[src/rtl/alu_op_decoder.sv]
// Instruction-decode stage: assembles one- and two-byte instructions from fetch
// and emits a registered control word (Alu_Op, Rd, Rs, Imm, Use_Imm, Illegal).
module alu_op_decoder #(
  parameter int DATA_W = 8,
  parameter int CNT_W  = 8
) (
  input  logic              clk,
  input  logic              rst,
  input  logic [DATA_W-1:0] In_Byte,
  input  logic              In_Valid,
  output logic              In_Ready,
  input  logic              Flush,
  output logic              Out_Valid,
  input  logic              Out_Ready,
  output logic [4:0]        Alu_Op,
  output logic [2:0]        Rd,
  output logic [2:0]        Rs,
  output logic [DATA_W-1:0] Imm,
  output logic              Use_Imm,
  output logic              Illegal,
  output logic [CNT_W-1:0]  Instr_Count
);

  typedef enum logic [1:0] {S_OP, S_OPR, S_OUT} state_t;

  localparam logic [1:0] C_ONE = 2'd0;
  localparam logic [1:0] C_REG = 2'd1;
  localparam logic [1:0] C_IMM = 2'd2;

  function automatic logic [1:0] op_class(input logic [4:0] op);
    logic [1:0] c;
    case (op)
      5'd2, 5'd3, 5'd4, 5'd5:                   c = C_REG;
      5'd18, 5'd19, 5'd20, 5'd21, 5'd22, 5'd23,
      5'd24, 5'd27, 5'd28, 5'd29, 5'd31:        c = C_IMM;
      default:                                  c = C_ONE;
    endcase
    return c;
  endfunction

  state_t              state_q, state_d;
  logic [4:0]          op_q, op_d;
  logic [2:0]          rd_q, rd_d;
  logic [4:0]          alu_op_q, alu_op_d;
  logic [2:0]          rd_out_q, rd_out_d;
  logic [2:0]          rs_q, rs_d;
  logic [DATA_W-1:0]   imm_q, imm_d;
  logic                use_imm_q, use_imm_d;
  logic                illegal_q, illegal_d;
  logic [CNT_W-1:0]    cnt_q, cnt_d;
  logic                accept;
  logic                consume;

  // State register
  always_ff @(posedge clk) begin
    if (rst) state_q <= S_OP;
    else     state_q <= state_d;
  end

  // Next-state logic; Flush overrides every transition
  always_comb begin
    state_d = state_q;
    if (Flush) begin
      state_d = S_OP;
    end else begin
      case (state_q)
        S_OP:    if (accept) state_d = (op_class(In_Byte[7:3]) == C_ONE) ? S_OUT : S_OPR;
        S_OPR:   if (accept) state_d = S_OUT;
        S_OUT:   if (Out_Ready) state_d = S_OP;
        default: state_d = S_OP;
      endcase
    end
  end

  // Handshake outputs
  always_comb begin
    In_Ready  = (state_q != S_OUT) && !Flush;
    Out_Valid = (state_q == S_OUT);
  end

  assign accept  = In_Valid && In_Ready;
  assign consume = Out_Valid && Out_Ready && !Flush;

  // Field assembly: byte 0 latches op/rd, final byte loads the output word
  always_comb begin
    op_d      = op_q;
    rd_d      = rd_q;
    alu_op_d  = alu_op_q;
    rd_out_d  = rd_out_q;
    rs_d      = rs_q;
    imm_d     = imm_q;
    use_imm_d = use_imm_q;
    illegal_d = illegal_q;
    cnt_d     = consume ? cnt_q + CNT_W'(1) : cnt_q;
    if (accept && state_q == S_OP) begin
      op_d = In_Byte[7:3];
      rd_d = In_Byte[2:0];
      if (op_class(In_Byte[7:3]) == C_ONE) begin
        alu_op_d  = In_Byte[7:3];
        rd_out_d  = In_Byte[2:0];
        rs_d      = 3'd0;
        imm_d     = '0;
        use_imm_d = 1'b0;
        illegal_d = 1'b0;
      end
    end else if (accept && state_q == S_OPR) begin
      rd_out_d = rd_q;
      if (op_class(op_q) == C_REG) begin
        imm_d     = '0;
        use_imm_d = 1'b0;
        // Register byte must carry zeros above the rs field
        if (In_Byte[DATA_W-1:3] != '0) begin
          alu_op_d  = 5'd0;
          rs_d      = 3'd0;
          illegal_d = 1'b1;
        end else begin
          alu_op_d  = op_q;
          rs_d      = In_Byte[2:0];
          illegal_d = 1'b0;
        end
      end else begin
        alu_op_d  = op_q;
        rs_d      = 3'd0;
        imm_d     = In_Byte;
        use_imm_d = 1'b1;
        illegal_d = 1'b0;
      end
    end
  end

  always_ff @(posedge clk) begin
    if (rst) begin
      op_q      <= 5'd0;
      rd_q      <= 3'd0;
      alu_op_q  <= 5'd0;
      rd_out_q  <= 3'd0;
      rs_q      <= 3'd0;
      imm_q     <= '0;
      use_imm_q <= 1'b0;
      illegal_q <= 1'b0;
      cnt_q     <= '0;
    end else begin
      op_q      <= op_d;
      rd_q      <= rd_d;
      alu_op_q  <= alu_op_d;
      rd_out_q  <= rd_out_d;
      rs_q      <= rs_d;
      imm_q     <= imm_d;
      use_imm_q <= use_imm_d;
      illegal_q <= illegal_d;
      cnt_q     <= cnt_d;
    end
  end

  assign Alu_Op      = alu_op_q;
  assign Rd          = rd_out_q;
  assign Rs          = rs_q;
  assign Imm         = imm_q;
  assign Use_Imm     = use_imm_q;
  assign Illegal     = illegal_q;
  assign Instr_Count = cnt_q;

endmodule

[config.mk]
export PLATFORM = sky130hd
export DESIGN_NAME = alu_op_decoder
export DESIGN_NICKNAME = d
export VERILOG_FILES = /design/src/rtl/alu_op_decoder.sv
export SDC_FILE = /design/constraint.sdc
export NUM_CORES = 1
export LEC_CHECK = 0
export BUFFER_PORTS_ARGS = -buffer_cell sky130_fd_sc_hd__buf_2
export CORE_MARGIN = 2
export CORE_UTILIZATION = 57
export DETAILED_ROUTE_END_ITERATION = 8
export PLACE_DENSITY = 0.84
export SYNTH_ARGS = -nofsm -noshare
export SYNTH_HDL_FRONTEND = slang
export SYNTH_SLANG_ARGS = --single-unit
[constraint.sdc]
create_clock -name clk -period 5.4 [get_ports clk]
set_input_delay 0.27 -clock clk [delete_from_list [all_inputs] [get_ports clk]]
set_output_delay 0.27 -clock clk [all_outputs]
set_load 0.02 [all_outputs]
Word level (Yosys, flattened, before mapping). Memories as Yosys holds them, arrays and structs flattened. A register that Yosys moved wholly into a read port is not among the register bits. Cells that the tools add are included.

Muxes and demuxes: 38. Eq/ne operators: 8. Add/sub/neg operators: 1. Reduce and logical (&&, ||, !) cells: 15.

Operators with widths (count): 5-bit 2-to-1 mux (7); 8-bit 2-to-1 mux (4); 3-bit 2-to-1 mux (8); 2-bit 2-to-1 mux (10); 8-bit by 1-bit adder with 8-bit output, second input constant (1); 1-bit 2-to-1 mux (8); 1-bit logical AND (6); 2-bit logical NOT (3); 2-bit inequality test, second input constant (3); 2-bit case mux with 3 select lines (1); 5-bit nonzero test (1); 2-bit by 1-bit == test with 1-bit output, second input constant (2); 2-bit by 1-bit inequality test with 1-bit output, second input constant (2); 3-bit AND reduction (1); 2-bit == test, second input constant (1); 2-bit AND reduction (1); 2-bit nonzero test (1); 2-bit OR reduction (1); 1-bit logical NOT (1).

Memories kept: 3. Memory bits (read-only): 192. Word-level logic and storage cells: 75. Bits in registers: 39.

Memories: (no name shown) (words 32, width 2, rd ports 1, clocked after Yosys merged registers in 0, wr ports 0, RTL line 32) `case (op)`; (no name shown) (words 32, width 2, rd ports 1, clocked after Yosys merged registers in 1, wr ports 0, RTL line 32); (no name shown) (words 32, width 2, rd ports 1, clocked after Yosys merged registers in 0, wr ports 0, RTL line 32).

Longest topological paths before layout. Gate-level depths: netlist of run 1.

Depth in word-level cells: 10. Mapped depth: 9.

Least setup slack after synthesis of run 1. Ideal clock, no wire load.

Path type: reg-to-reg. From: register state_q[1]. To: register with a tool-made name. Path buffers: 1. Path slack: 3399 ps. Required time: 5278 ps. Cell stages (with the launch flop): 10. Period minus slack after synthesis: 2001 ps. Data arrival time: 1879 ps. Setup time: 122 ps. Cell sequence: dfxtp_1 -> nor4b_4 -> buf_6 -> nand2_1 -> a21oi_1 -> inv_1 -> ha_1 -> inv_1 -> mux2i_1 -> o311a_1.

RTL lines: start: declaration (RTL line 41) `state_t state_q, state_d;`; start signal: assignment (RTL line 57) `else state_q <= state_d;`.

==> key figures, run 1 <==
Pwr
  – Comb power frac: 0.156
  – VDD IR max: 139.6 uV
  – Clock power share: 0.265
  – Cell internal pwr: roughly 390 uW
  – Switch share: 0.2850
  – P_sw: between 150 and 200 uW
  – Power per cell area: ~250 nW/um^2
  – Flop pwr share: 0.579
  – P_leak: 0.0009635 uW

Global routing
  – Largest net degree at the start of global routing: 33
  – GR Overflow Total: 0
  – Global-route wire length before repair: approximately 6300 um
  – Number of antenna violations at the first check in global routing: 0
  – Vias in the first global route: around 1400
  – GRT Overall Usage: 0.2027

Logic synthesis
  – EDFF count, synth: 0
  – Synth area leaders: dfxtp_1, mux2i_1, nand2_1, ha_1, nand4_1
  – Post-synthesis async set-or-reset flop share: 0
  – Synth top area share: 0.4257
  – Synthesized Nets: about 220
  – Gate Count Post-Synth: approximately 200
  – Register area share after synthesis: 0.4257
  – Syn_area_per_cell: between 9 and 10 sq um
  – Distinct cells, synth: 46
  – Cell taking the most area after synthesis: dfxtp_1
  – Cell Area, Synth: a little under 2000 sq um
  – Synth Flop Type: dfxtp_1
  – Syn. warnings: 0
  – Register bit total from synthesis: 41

STA
  – Sum Neg Setup Slack: 0 ns
  – Max-slew headroom: 0.2808
  – Final setup violating endpoints: 0
  – Tcrit/Tclk final: 0.4959
  – Setup ws final: 2.722 ns
  – Hold Vio Cnt, Final: 0
  – Max Transition Viols Final: 0
  – Worst Clk Skew: about 0.013 ns
  – Fmax: about 370 MHz
  – Tightest Pin Transition: about 1.1 ns
  – RSZ-0062 raised after global routing: no
  – Worst hold margin: approximately 0.17 ns
  – Tmin final: 2.678 ns

Critical path
  – CP peak stage delay: around 0.98 ns
  – CP cell instances: nor4b_4 -> nand2_1 -> a21oi_1 -> inv_1 -> ha_1 -> inv_1 -> mux2i_1 -> o311a_1
  – Crit path top cell by count: inv_1
  – Max FO, Critical Path: 14
  – Crit Path Category: flop to flop
  – Required @ worst endpoint: around 5.6 ns
  – Slowest CP cell: nor4b_4
  – Crit path capture type: flop
  – Crit path launch type: flop
  – Arrival @ worst endpoint: 2.92 ns

Detailed routing
  – DRT Pass-1 Iters: 4
  – Final wirelength: 3787 um
  – DR WL/cell: 13.15 um
  – DR vias/cell: between 5 and 6
  – Residual DRC: 0
  – Antenna-violating nets left: 0
  – Via count: roughly 1600
  – Starting DRT DRC Count: about 120

Die
  – Core footprint: 3284 sq um
  – Num rows: 21
  – Initial Utilization: 0.5870
  – Die area: between 3000 and 4000 sq um
  – Chip width: 62.16 um
  – IO Pins: between 40 and 50
  – Die height: around 62 um

Clock tree
  – Clock tree from TritonCTS: built
  – Clock transition at path regs: around 0.12 ns
  – Cts bufs inserted: 5
  – # hold bufs at CTS: 0
  – Clock Latency Late Sink: 0.35 ns
  – Resized cells post-CTS: 0
  – Post-CTS Setup Repair Bufs: 0
  – Clk sinks: 41
  – H-tree Lvls: 2
  – Root buffer cell: clkbuf_4
  – Maximum clock path buffer count: 2

Place
  – HPWL after detailed placement: around 2800 um
  – Number of I/O port buffers: 43
  – Placed Instances: 280
  – Dpl cell area: between 2000 and 2500 sq um
  – Pre-CTS setup slack: approximately 2.7 ns
  – RePlAce Congestion: roughly 0.83

Worst hold path
  – Tightest Hold Check Type: input pin to flop

Final layout
  – Ant. Diodes: 0
  – Final #Nets: 260
  – Fraction of layout instances using a drive strength above 1: 0.2769
  – Post-route insts no fill: between 200 and 300
  – Final instance area: between 2000 and 2500 sq um
  – Commonest non-fill, non-tap cell in the layout: buf_2
  – Commonest cells after routing, fill and taps aside: buf_2, dfxtp_1, nand2_1
  – Syn-to-layout area delta: 13.69%

Status
  – Status: complete, no violations

Job
  – MaxCap Viol Count: 0
## flip-flops by register name, indices dropped and copies added, names as in the netlist, named ones only
name,cells
Imm,8
Instr_Count,8
Alu_Op,5
op_q,5
Rd,3
Rs,3
rd_q,3
state_q,2
Illegal,1
Use_Imm,1
## stage by stage
| step | total power (uW) | util |
|---|---|---|
| after floorplan | 388.5 | - |
| after global placement | 409.3 | 0.6518 |
| after detailed placement | 411.4 | 0.6518 |
| after CTS | 553.1 | 0.6674 |
| after global routing | 574.9 | 0.6674 |
| final | 550.0 | 0.6674 |
## per-layer routing
| metal | routed length [um] | part of all wire | track usage | vias up |
|---|---|---|---|---|
| met5 | 0 | 0 | 0 | - |
| met3 | 213 | 0.056 | 0.05435 | 6 |
| met2 | 1691 | 0.45 | 0.3207 | 46 |
| met4 | 49 | 0.013 | 0.06944 | 0 |
| met1 | 1832 | 0.48 | 0.2690 | 719 |
| li1 | - | - | - | 796 |
## worst paths after layout
check	from	slack, ns	depth (start not counted)	to
worst max register to register	state_q[0]$_SDFFE_PP0P_	2.72	8	flop
worst min-delay path	In_Byte[1]	0.17	3	Imm[1]$_SDFFE_PP0P_
worst min register to register	Imm[5]$_SDFFE_PP0P_	0.46	2	Imm[5]$_SDFFE_PP0P_
worst max-delay path	state_q[0]$_SDFFE_PP0P_	2.72	8	flop
## layout make-up
cell class | instances | area (sq um)
multi-input cells | 140 | 1006
repair buffers | 44 | 222.7
well taps | 46 | 57.56
fillers | 291 | 1092
clock buffers | 6 | 41.29
inverters | 9 | 33.78
flip-flops and latches | 41 | 820.8
clock inverters | 2 | 10.01
## cell usage after synthesis, types with 2 or more instances
| cell type | number |
|---|---|
| and3_1 | 3 |
| o21ai_0 | 7 |
| nand4_1 | 10 |
| nor4b_4 | 2 |
| o21ai_1 | 2 |
| xor2_1 | 6 |
| nor2b_1 | 2 |
| mux2i_1 | 13 |
| buf_2 | 3 |
| nor2_1 | 15 |
| clkbuf_1 | 5 |
| a21oi_1 | 8 |
| dfxtp_1 | 41 |
| inv_1 | 9 |
| a22oi_1 | 2 |
| a211oi_2 | 2 |
| a31o_1 | 4 |
| a311oi_2 | 3 |
| buf_4 | 3 |
| nand2_1 | 29 |
| ha_1 | 6 |
| nor4_1 | 3 |
## logic make-up after synthesis
group | after synthesis | synth area share
AND/OR/NAND/NOR | 76 | 0.2219
multiplexers | 13 | 0.06749
adder cells (fa/ha/maj) | 6 | 0.03893
XOR/XNOR | 7 | 0.03180
flip-flops | 41 | 0.4257
buffers and inverters | 21 | 0.05256
AO/OA/AOI/OAI | 38 | 0.1616
## power by group through the flow
| stage | clock (uW) | combinational [uW] | sequential, uW |
|---|---|---|---|
| 5_1_grt | 161 | 93.9 | 320 |
| 2_1_floorplan | 0 | 56.6 | 332 |
| 3_5_place_dp | 0 | 85.9 | 325 |
| 6_report | 146 | 85.7 | 319 |
| 3_3_place_gp | 0 | 84.3 | 325 |
| 4_1_cts | 149 | 86.0 | 319 |
## critical path, delay by kind of cell, from the launching register on
family	cells	cell delay [ns]
flops	1	0.44
simple gates	2	1.20
fa+ha+maj	1	0.26
mux	1	0.06
buf+inv	2	0.11
compound gates	2	0.50
No activity file was read; power rests on OpenSTA's default activity.
==> inputs of run 2 (changes only) <==
--- a/config.mk
+++ b/config.mk
@@ -5,11 +5,12 @@
 export SDC_FILE = /design/constraint.sdc
 export NUM_CORES = 1
 export LEC_CHECK = 0
+export ABC_AREA = 1
 export BUFFER_PORTS_ARGS = -buffer_cell sky130_fd_sc_hd__buf_2
 export CORE_MARGIN = 2
-export CORE_UTILIZATION = 57
+export CORE_UTILIZATION = 54
 export DETAILED_ROUTE_END_ITERATION = 8
-export PLACE_DENSITY = 0.84
+export PLACE_DENSITY = 0.79
 export SYNTH_ARGS = -nofsm -noshare
 export SYNTH_HDL_FRONTEND = slang
 export SYNTH_SLANG_ARGS = --single-unit
==> constraint.sdc (replaced) <==
create_clock -name clk -period 2.66 [get_ports clk]
set_input_delay 0.133 -clock clk [delete_from_list [all_inputs] [get_ports clk]]
set_output_delay 0.133 -clock clk [all_outputs]
set_load 0.02 [all_outputs]
==> key figures, run 2 <==
Clock tree
  – # hold bufs at CTS: 0 (unchanged)
  – H-tree Lvls: 2 (unchanged)
  – Clock Latency Late Sink: 0.29 ns (-0.06 ns)
  – Maximum clock path buffer count: 2 (unchanged)
  – Root buffer cell: clkbuf_8
  – Clock transition at path regs: 0.07 ns (-0.05 ns)
  – Post-CTS Setup Repair Bufs: 0 (unchanged)
  – Resized cells post-CTS: 0 (unchanged)
  – Cts bufs inserted: 5 (unchanged)
  – Clk sinks: 41 (unchanged)
  – Clock tree from TritonCTS: built

Final layout
  – Post-route insts no fill: 373 (+30%)
  – Fillers: 370 (+27%)
  – Fraction of layout instances using a drive strength above 1: 0.2092 (-0.06763)
  – Multi-input gate area: 987.2 sq um (-1.9%)
  – Final #Nets: 343 (+32%)
  – Commonest non-fill, non-tap cell in the layout: nand2_1
  – Commonest cells after routing, fill and taps aside: nand2_1, buf_2, dfxtp_1
  – Syn-to-layout area delta: 14.65%
  – Ant. Diodes: 0 (unchanged)
  – Seq. cell area: 820.8 sq um (unchanged)

Die
  – Die area: 4255 sq um (+10%)
  – IO Pins: 44 (unchanged)
  – Num rows: 22 (+4.8%)
  – Chip width: 65.23 um (+4.9%)
  – Die height: 65.23 um (+4.9%)
  – Initial Utilization: 0.5572 (-0.02988)
  – Core footprint: 3633 sq um (+11%)

Logic synthesis
  – Syn. warnings: 0 (unchanged)
  – Syn_area_per_cell: 7.179 sq um (-25%)
  – Distinct cells, synth: 31 (-33%)
  – Gate Count Post-Synth: 282 (+40%)
  – EDFF count, synth: 0 (unchanged)
  – Synth top area share: 0.4054 (-0.02026)
  – Synth area leaders: dfxtp_1, nand2_1, nand3_1, inv_1, nor2_1
  – Post-synthesis async set-or-reset flop share: 0 (unchanged)
  – Synth Flop Type: dfxtp_1
  – Synthesized Nets: 301 (+36%)
  – Cell Area, Synth: 2024 sq um (+5.0%)
  – Register area share after synthesis: 0.4054 (-0.02026)
  – Cell taking the most area after synthesis: dfxtp_1
  – Most frequent cell after synthesis: nand2_1
  – Register bit total from synthesis: 41 (unchanged)
  – Post-synth top cells: nand2_1, dfxtp_1, inv_1, nor2_1, nand3_1

Pwr
  – P_sw: 350.8 uW (+120%)
  – VDD IR max: 323.7 uV (+130%)
  – Power per cell area: 537.9 nW/um^2 (+110%)
  – P_leak: 0.001151 uW (+19%)
  – Cell internal pwr: 897.7 uW (+130%)
  – Comb power frac: 0.169 (+0.013)
  – Flop pwr share: 0.523 (-0.056)
  – Switch share: 0.2810 (-0.004055)
  – Total Power: 1248 uW (+130%)
  – Clock power share: 0.308 (+0.043)

Place
  – RePlAce Congestion: 0.8250 (-0.85%)
  – Placed Instances: 365 (+30%)
  – Pre-CTS setup slack: 0.7890 ns (-1.933 ns)
  – Number of I/O port buffers: 43 (unchanged)
  – HPWL after detailed placement: 3037 um (+9.8%)

Critical path
  – CP Launch Point: state_q[0]$_SDFFE_PP0P_
  – Crit path launch type: flop
  – Crit Path Category: flop to flop
  – CP peak stage delay: 0.33 ns (-0.65 ns)
  – R2R cell count: 9 (+1)
  – Slowest CP cell: dfxtp_1
  – Max FO, Critical Path: 15 (+1)
  – CP cell instances: inv_1 -> nand4_2 -> o21ai_1 -> nand2_1 -> inv_1 -> ha_1 -> nand3b_1 -> nand2_1 -> a21oi_1
  – Required @ worst endpoint: 2.84 ns (-2.80 ns)
  – Reg2Reg Setup Slack: 0.75 ns (-1.97 ns)
  – Arrival @ worst endpoint: 2.08 ns (-0.84 ns)
  – Crit path capture type: flop
  – Reg-to-Reg Start: state_q[0]$_SDFFE_PP0P_

Global routing
  – Vias in the first global route: 1614 (+17%)
  – Largest net degree at the start of global routing: 21 (-36%)
  – GRT Overall Usage: 0.2139 (+0.01119)
  – GR Overflow Total: 0 (unchanged)
  – Number of antenna violations at the first check in global routing: 0 (unchanged)
  – Global-route wire length before repair: 7051 um (+12%)

STA
  – Max-slew headroom: 0.7085 (+0.4278)
  – Setup ws final: 0.7531 ns (-1.969 ns)
  – Max Transition Viols Final: 0 (unchanged)
  – Final setup violating endpoints: 0 (unchanged)
  – Tmin final: 1.907 ns (-0.7711 ns)
  – Sum Neg Setup Slack: 0 ns (unchanged)
  – Hold Vio Cnt, Final: 0 (unchanged)
  – Tightest Pin Transition: 0.4352 ns (-0.6392 ns)
  – RSZ-0062 raised after global routing: no
  – Tcrit/Tclk final: 0.7169 (+0.2210)
  – Worst Clk Skew: 0.003504 ns (-0.009273 ns)
  – Fmax: 524.4 MHz (+40%)

Status
  – Status: complete, no violations

Detailed routing
  – Starting DRT DRC Count: 137 (+11%)
  – DRT Pass-1 Iters: 4 (unchanged)
  – Residual DRC: 0 (unchanged)
  – DR WL/cell: 11.08 um (-16%)
  – Antenna-violating nets left: 0 (unchanged)
  – DR vias/cell: 4.984 (-8.4%)
  – Via count: 1859 (+19%)
  – Final wirelength: 4134 um (+9.2%)

Job
  – MaxCap Viol Count: 0 (unchanged)

Worst hold path
  – Tightest Hold Check Type: input pin to flop
run 2: cell count changes in the layout (fill, tap and decap cells not counted), moves of 7 or more:
cell	before	now
nand4_1	10	2
nor2_1	15	35
nand2_1	29	63
mux2i_1	13	0
nand3_1	1	27
a21oi_1	8	19
inv_1	9	35
o21ai_0	7	14
run 2: worst min path at each step:
stage | startpoint | endpoint | slack, ns | cells past startpoint
after floorplan | Out_Ready | state_q[1]$_SDFFE_PP0P_ | 0.30 | 3
after global placement | Out_Ready | state_q[1]$_SDFFE_PP0P_ | 0.45 | 4
after detailed placement | Use_Imm$_SDFFE_PP0P_ | Use_Imm$_SDFFE_PP0P_ | 0.45 | 2
after CTS | Out_Ready | state_q[1]$_SDFFE_PP0P_ | 0.14 | 4
after global routing | Out_Ready | state_q[1]$_SDFFE_PP0P_ | 0.15 | 4
final | Out_Ready | state_q[1]$_SDFFE_PP0P_ | 0.14 | 4
run 2: per-stage QoR:
| stage | hold slack (ns) | cell area, sq um | util |
|---|---|---|---|
| final | 0.1441 | 2321 | 0.6388 |
| after global routing | 0.1500 | 2321 | 0.6388 |
| after CTS | 0.1445 | 2321 | 0.6388 |
| after detailed placement | 0.4522 | 2241 | 0.6167 |
| after global placement | 0.4492 | 2241 | 0.6167 |
| after floorplan | 0.3009 | 2024 | - |
run 2: layout make-up:
class | count | share of cell area
multi-input cells | 193 | 0.4253
flip-flops and latches | 41 | 0.3536
repair buffers | 45 | 0.09919
inverters | 38 | 0.06146
clock buffers | 8 | 0.03450
well taps | 48 | 0.02588
run 2: layer usage:
metal  track usage  up-vias  part of all wire
met5             0        -                 0
met1        0.2616      853              0.46
met3       0.07192        5             0.044
li1              -      974                 -
met2        0.3610       27              0.49
met4       0.05469        0             0.011
run 2: power by group through the flow:
stage                     Clock, uW  Sequential, uW  Combinational, uW
after detailed placement          0             667                211
after global routing            420             655                241
after floorplan                   0             689                135
after global placement            0             666                208
after CTS                       391             653                213
final                           385             652                212
run 2: cell families after synthesis:
logic type / share of synthesized area
simple gates: 0.3480
fa+ha+maj: 0.03708
xor+xnor: 0.004327
flops: 0.4054
buf+inv: 0.1069
compound gates: 0.09827
run 2: worst max-delay path: cells and delay by family (launching register included):
family / cells / cell delay [ns]
buf+inv: 2 / 0.22
compound gates: 2 / 0.34
simple gates: 4 / 0.68
flops: 1 / 0.33
fa+ha+maj: 1 / 0.22
==> inputs of run 3 (changes only) <==
--- a/config.mk
+++ b/config.mk
@@ -5,10 +5,10 @@
 export SDC_FILE = /design/constraint.sdc
 export NUM_CORES = 1
 export LEC_CHECK = 0
-export ABC_AREA = 1
+export ABC_AREA = 0
 export BUFFER_PORTS_ARGS = -buffer_cell sky130_fd_sc_hd__buf_2
 export CORE_MARGIN = 2
-export CORE_UTILIZATION = 54
+export CORE_UTILIZATION = 53
 export DETAILED_ROUTE_END_ITERATION = 8
 export PLACE_DENSITY = 0.79
 export SYNTH_ARGS = -nofsm -noshare
==> constraint.sdc (replaced) <==
create_clock -name clk -period 1.81 [get_ports clk]
set_input_delay 0.0905 -clock clk [delete_from_list [all_inputs] [get_ports clk]]
set_output_delay 0.0905 -clock clk [all_outputs]
set_load 0.02 [all_outputs]
==> key figures, run 3 (synthesis gave the netlist of run 1 again) <==
Detailed routing
  – Antenna-violating nets left: 0 (unchanged)
  – Final wirelength: 4365 um (+5.6%)
  – DR vias/cell: 5.565 (+12%)
  – Via count: 1742 (-6.3%)
  – DR WL/cell: 13.95 um (+26%)
  – DRT Pass-1 Iters: 5 (+1)
  – Starting DRT DRC Count: 110 (-20%)
  – Residual DRC: 0 (unchanged)

Clock tree
  – Clock Latency Late Sink: 0.36 ns (+0.07 ns)
  – Clk sinks: 41 (unchanged)
  – Clock tree from TritonCTS: built
  – Cts bufs inserted: 5 (unchanged)
  – Maximum clock path buffer count: 2 (unchanged)
  – H-tree Lvls: 2 (unchanged)
  – Clock transition at path regs: 0.11 ns (+0.04 ns)
  – Root buffer cell: clkbuf_4

Global routing
  – Global-route wire length before repair: 7231 um (+2.6%)
  – GR Overflow Total: 0 (unchanged)
  – Number of antenna violations at the first check in global routing: 0 (unchanged)
  – GRT Overall Usage: 0.2241 (+0.01018)
  – Vias in the first global route: 1648 (+2.1%)
  – Largest net degree at the start of global routing: 20 (-4.8%)

Pwr
  – P_leak: 0.001097 uW (-4.7%)
  – VDD IR max: 361.4 uV (+12%)
  – Total Power: 1762 uW (+41%)
  – Power per cell area: 724.4 nW/um^2 (+35%)

Critical path
  – Required @ worst endpoint: 2.05 ns (-0.79 ns)
  – Max FO, Critical Path: 4 (-11)
  – Arrival @ worst endpoint: 2.09 ns (about the same)
  – Crit Path Category: flop to flop
  – Crit path launch type: flop
  – Crit path capture type: flop

Place
  – Dpl cell area: 2300 sq um (+2.6%)
  – RePlAce Congestion: 0.8597 (+4.2%)
  – Placed Instances: 299 (-18%)
  – HPWL after detailed placement: 3173 um (+4.5%)
  – Number of I/O port buffers: 43 (unchanged)

Die
  – Core footprint: 3416 sq um (-6.0%)
  – Die area: 4136 sq um (-2.8%)
  – Num rows: 21 (-4.5%)
  – IO Pins: 44 (unchanged)
  – Initial Utilization: 0.5645 (+0.007306)
  – Die height: 64.32 um (-1.4%)
  – Chip width: 64.32 um (-1.4%)

STA
  – Max Transition Viols Final: 0 (unchanged)
  – Tcrit/Tclk final: 1.022 (+0.3050)
  – Tightest Pin Transition: 0.5363 ns (+0.1011 ns)
  – Fmax: 540.6 MHz (+3.1%)
  – Max-slew headroom: 0.6406 (-0.06799)
  – Hold Vio Cnt, Final: 0 (unchanged)
  – Setup ws final: -0.03966 ns (-0.7927 ns)
  – Worst Clk Skew: 0.01485 ns (+0.01135 ns)
  – Final setup violating endpoints: 2 (+2)
  – RSZ-0062 raised after global routing: yes
  – Tmin final: 1.850 ns (-0.05728 ns)

Final layout
  – Final #Nets: 285 (-17%)
  – Post-route insts no fill: 313 (-16%)
  – Ant. Diodes: 0 (unchanged)
  – Fraction of layout instances using a drive strength above 1: 0.3670 (+0.1578)
  – Commonest cells after routing, fill and taps aside: buf_2, dfxtp_1, nand2_1
  – Syn-to-layout area delta: 26.15%
  – Final instance area: 2432 sq um (+4.8%)
  – Commonest non-fill, non-tap cell in the layout: buf_2

Status
  – Status: complete, but fails checks
  – Failing checks: negative setup slack

Worst hold path
  – Tightest Hold Check Type: input pin to flop

Job
  – MaxCap Viol Count: 0 (unchanged)
-- run 3: cell types whose count changed in the layout (fill, tap and decap cells not counted), sizes merged, moves of 13 or more --
| cell | before | now |
|---|---|---|
| buf | 45 | 66 |
| inv | 38 | 9 |
| mux2i | 0 | 13 |
| nand2 | 66 | 29 |
| nand3 | 28 | 1 |
| nor2 | 39 | 16 |
-- run 3: timing repair --
item                                    4_1_cts  5_1_grt
resized for setup                             4        3
hold buffers                                  3        0
pin swaps                                     4        3
hold endpoints to repair                      3        0
gates cloned                                  0        0
endpoints found under the setup margin        2        2
buffers inserted                              2        1
-- run 3: worst max-delay path, cell delays in order, from the launching register on --
cell,delay (ns)
dfxtp_2,0.34
buf_6,0.12
nor4b_4,0.20
buf_4,0.18
nand2_4,0.06
a21oi_2,0.14
inv_1,0.06
ha_1,0.26
inv_1,0.06
mux2i_1,0.06
o311a_1,0.28
-- run 3: worst paths after layout --
path | start | to | slack (ns) | cells after the start
min reg2reg | Imm[5]$_SDFFE_PP0P_ | Imm[5]$_SDFFE_PP0P_ | 0.45 | 2
max | state_q[1]$_SDFFE_PP0P_ | flop | -0.04 | 10
min | Out_Ready | state_q[1]$_SDFFE_PP0P_ | 0.03 | 3
max reg2reg | state_q[1]$_SDFFE_PP0P_ | flop | -0.04 | 10
-- run 3: metrics by stage --
stage          hold slack (ns)  setup TNS [ns]  setup slack [ns]  utilization
2_1_floorplan           0.1690         -0.1442           -0.1442            -
6_report               0.03000        -0.05813          -0.03966       0.7121
5_1_grt                0.03802         -0.4987           -0.1284       0.7121
4_1_cts                0.02802        -0.08226          -0.05486       0.7081
3_3_place_gp            0.3688        -0.04948          -0.04259       0.6733
3_5_place_dp            0.3715         -0.1476          -0.09202       0.6733
-- run 3: area by class of cell --
cell class                      instances  area, sq um
Multi-Input combinational cell        140         1031
Fill cell                             263        983.4
Sequential cell                        41        823.3
Timing Repair Buffer                   69        421.7
Tap cell                               46        57.56
Clock buffer                            6        51.30
Inverter                                9        33.78
Clock inverter                          2        13.76
-- run 3: routing by layer --
metal | track usage | vias up | wire, um
met4 | 0.09574 | 0 | 55
met5 | 0 | - | 0
met1 | 0.2734 | 825 | 1895
met3 | 0.06514 | 6 | 310
met2 | 0.3672 | 63 | 2104
li1 | - | 848 | -
-- run 3: power by group --
group	internal, uW	total (uW)	switching [uW]
clock network	190	495	305
registers	934	950	15.4
logic	133	318	185
